`src/rtl/flopenrd_core.sv`:
```
// -----------------------------------------------------------------------------
// flopenrd_core
//   Enabled register / enabled delay line with asynchronous active-low reset.
//   Default build is a single 8-bit stage. DEPTH > 1 gives a cascade of
//   stages that all advance together on enabled clock edges.
//
// Parameters:
//   WIDTH     - data width in bits (>= 1)
//   DEPTH     - number of cascaded enabled stages (>= 1); q is the last one
//   RESET_VAL - value loaded into every stage while reset is low
//
// Ports:
//   clk    in   1      rising-edge clock
//   reset  in   1      asynchronous reset, active low (0 = in reset)
//   en     in   1      stage-advance enable, sampled on rising clk
//   d      in   WIDTH  data in
//   q      out  WIDTH  data out (last stage, registered)
//   q_par  out  1      even parity of q (only when FLOPENRD_PARITY_EN is defined)
//
// Optional feature macro: FLOPENRD_PARITY_EN
//   When defined, adds q_par, registered alongside the last stage so that it
//   is always coherent with q. Its reset value is the XOR reduction of
//   RESET_VAL.
//
// Reset deassertion is not synchronised here; the integrator provides a
// synchronised release.
// -----------------------------------------------------------------------------
module flopenrd_core #(
    parameter int               WIDTH     = 8,
    parameter int               DEPTH     = 1,
    parameter logic [WIDTH-1:0] RESET_VAL = {WIDTH{1'b0}}
) (
    input  logic             clk,
    input  logic             reset,
    input  logic             en,
    input  logic [WIDTH-1:0] d,
`ifdef FLOPENRD_PARITY_EN
    output logic             q_par,
`endif
    output logic [WIDTH-1:0] q
);

    // stage[0] takes d; stage[DEPTH-1] drives q.
    logic [WIDTH-1:0] stage [DEPTH];

    always_ff @(posedge clk or negedge reset) begin
        if (!reset) begin
            for (int i = 0; i < DEPTH; i++) begin
                stage[i] <= RESET_VAL;
            end
        end else if (en) begin
            stage[0] <= d;
            // Whole line shifts as one; there is no per-stage enable.
            for (int i = 1; i < DEPTH; i++) begin
                stage[i] <= stage[i-1];
            end
        end
    end

    assign q = stage[DEPTH-1];

`ifdef FLOPENRD_PARITY_EN
    // Value that the last stage will load on the next enabled edge. Parity is
    // computed from it so q_par updates on exactly the same edge as q.
    logic [WIDTH-1:0] last_in;

    if (DEPTH == 1) begin : g_last_in_d
        assign last_in = d;
    end else begin : g_last_in_stage
        assign last_in = stage[DEPTH-2];
    end

    always_ff @(posedge clk or negedge reset) begin
        if (!reset) begin
            q_par <= ^RESET_VAL;
        end else if (en) begin
            q_par <= ^last_in;
        end
    end
`endif

endmodule

```
`config.mk`:
```
export PLATFORM = sky130hd
export DESIGN_NAME = flopenrd_core
export DESIGN_NICKNAME = d
export VERILOG_FILES = /design/src/rtl/flopenrd_core.sv
export SDC_FILE = /design/constraint.sdc
export NUM_CORES = 1
export LEC_CHECK = 0
export CAP_MARGIN = 20
export CORE_AREA = 2 2 39 41
export DETAILED_ROUTE_END_ITERATION = 10
export DIE_AREA = 0 0 41 43
export PLACE_DENSITY = 0.61
export SETUP_SLACK_MARGIN = 0.02
export SYNTH_ARGS = -nofsm -noshare
export SYNTH_HDL_FRONTEND = slang
export SYNTH_SLANG_ARGS = --single-unit
```
`constraint.sdc`:
```
create_clock -name clk -period 1.6 [get_ports clk]
set_clock_uncertainty 0.05 [all_clocks]
set_input_delay 0.4 -clock clk [delete_from_list [all_inputs] [get_ports clk]]
set_output_delay 0.4 -clock clk [all_outputs]
set_load 0.02 [all_outputs]
```
==> results.json <==
{
  "outcome": "finished clean",
  "r2r-end": "q[1]",
  "endpoint_kind": "output port",
  "worstSetupPathDepth": 1,
  "crit_fanout": 2,
  "clock_path_buffers": 2,
  "fin_ws_ns": 0.1861,
  "placed_cells": 51,
  "dr_total_vias": 218,
  "report.final.slew_viol_count": 0,
  "clock_sinks": 8,
  "antenna_found_initial": 0,
  "via_per_inst": 4.037,
  "wl_per_cell_um": 13.24,
  "grt-ovfl-total": 0,
  "syn_to_final_growth_pct": 66.79,
  "fin_crit_sh_pct": 88.37,
  "worstSetupPathType": "reg2out",
  "reg2reg_from": "q[1]",
  "r2r_cells": 1,
  "p_leak_uw": 0.0002640,
  "p_per_area_nw_per_um2": 934.9,
  "syn-num-nets": 28,
  "max_slew_margin_pct": 76.38,
  "grt_pass1_wl_um": 1117,
  "start_util_pct": 23.96,
  "die_h_um": 43,
  "root_buffer": "clkbuf_4",
  "ir_drop_mv": 0.2092,
  "required_ns": 1.15,
  "cts_tree": "built",
  "rsz0062_at_grt": "no",
  "grt_use_total_pct": 10.39,
  "largest_register_ffs": 8,
  "die_w_um": 41,
  "ys_seq_elements": 8,
  "cts.clk_slew.worst_paths_ns": 0.06,
  "grt_pass1_vias": 250,
  "crit_path_start_kind": "register",
  "postRouteAntennaNets": 0,
  "synthCells": 17,
  "drt_iter0_drc": 5,
  "hold_viol": 0,
  "grt_max_degree": 9,
  "htree_levels": 1,
  "core_area_um2": 1384,
  "cts_buffers": 3,
  "num_io_pins": 19,
  "multi_input_area_um2": 120.1,
  "portBuffers": 18,
  "drv_cap": 0,
  "max_freq_mhz": 707.2,
  "ys_types": 3,
  "place_ws_ns": 0.06731,
  "slowest_delay_ns": 0.39,
  "crit_family": "flip-flops",
  "tightestPinTransition_ns": 0.3531,
  "cp-startpoint": "q[1]",
  "dr.pass1.iters": 3,
  "slowest_stage": "dfrtp_1",
  "antennaDiodeCount": 0,
  "drc": 0,
  "drive_gt1_share_pct": 31.58,
  "wirelength_um": 715,
  "fin_nets": 51,
  "netlist_area_um2": 331.6,
  "regArea_um2": 200.2,
  "cp-endpoint": "q[1]",
  "post-route-min-period_ns": 1.414,
  "final.setup.tns_ns": 0,
  "die_area_um2": 1763,
  "cp_data_arrival_time_ns": 0.96,
  "yosysWarnings": 0,
  "fin_cells": 54,
  "finalSetupViolations": 0,
  "r2r_slack_ns": 0.77,
  "cp_cell_sequence": "dlygate4sd2_1",
  "synth_area_per_cell_um2": 19.50,
  "hold_class": "in2async",
  "clkLatencyLatePin_ns": 0.26,
  "std_cell_rows": 14,
  "gp_congestion": 0.5603,
  "holdBufCountCts": 0,
  "fillers": 128,
  "crit_buf_inv": 1,
  "ys_seq_area_share_pct": 60.38
}
==> cell usage in the layout, fill, tap and decap left out <==
cell / count
clkdlybuf4s50_1: 10
dfrtp_1: 8
clkbuf_4: 3
buf_12: 1
mux2_4: 8
dlygate4sd2_1: 8
==> cell type report <==
class | instances | area share (%)
clock buffer | 3 | 4.072
tap | 16 | 3.620
multi-input combinational | 8 | 21.72
timing repair buffer | 19 | 34.39
sequential | 8 | 36.20
==> power by group <==
| part | internal (uW) | switching (uW) |
|---|---|---|
| clock network | 85.9 | 70.1 |
| registers | 223 | 11.3 |
| logic | 74.7 | 52.2 |
| total | 384 | 134 |
==> layer usage <==
metal	part of all wire [%]	track usage (%)	vias up	wire [um]
li1	-	-	100	-
met1	39	10.78	113	277
met2	58	15.31	5	413
met3	3.5	1.571	0	25
met4	0	12.00	0	0
met5	0	0	-	0
==> per-stage QoR <==
step / cell area (um2) / hold slack, ns / total power (uW) / utilization [%]
after floorplan: 331.6 / 0.05441 / 302.0 / -
after global placement: 540.5 / 0.4472 / 377.8 / 39.06
after detailed placement: 540.5 / 0.4475 / 381.0 / 39.06
after CTS: 553.0 / 0.3681 / 526.4 / 39.96
after global routing: 553.0 / 0.3859 / 544.6 / 39.96
final: 553.0 / 0.3650 / 517.0 / 39.96
==> kinds of logic (layout without fill, tap and decap cells) <==
| group | count (synthesis) | after routing | synth area share [%] |
|---|---|---|---|
| flip-flops | 8 | 8 | 60.38 |
| buffers and inverters | 1 | 22 | 3.396 |
| multiplexers | 8 | 8 | 36.23 |
==> synthesized netlist by cell type <==
master	n	area (um2)
dfrtp_1	8	200.2
mux2_4	8	120.1
buf_6	1	11.26
==> worst min path at each step <==
stage	startpoint	end	slack [ns]
after floorplan	reset	q[0]	0.05
after global placement	q[5]	q[5]	0.45
after detailed placement	q[7]	q[7]	0.45
after CTS	reset	q[0]	0.37
after global routing	reset	q[0]	0.39
final	reset	q[0]	0.36
==> timing repair <==
item / CTS / global route
buffers inserted: 0 / 0
resized for setup: 8 / 0
setup endpoints to repair: 8 / 0
No activity file was read; power rests on OpenSTA's default activity.
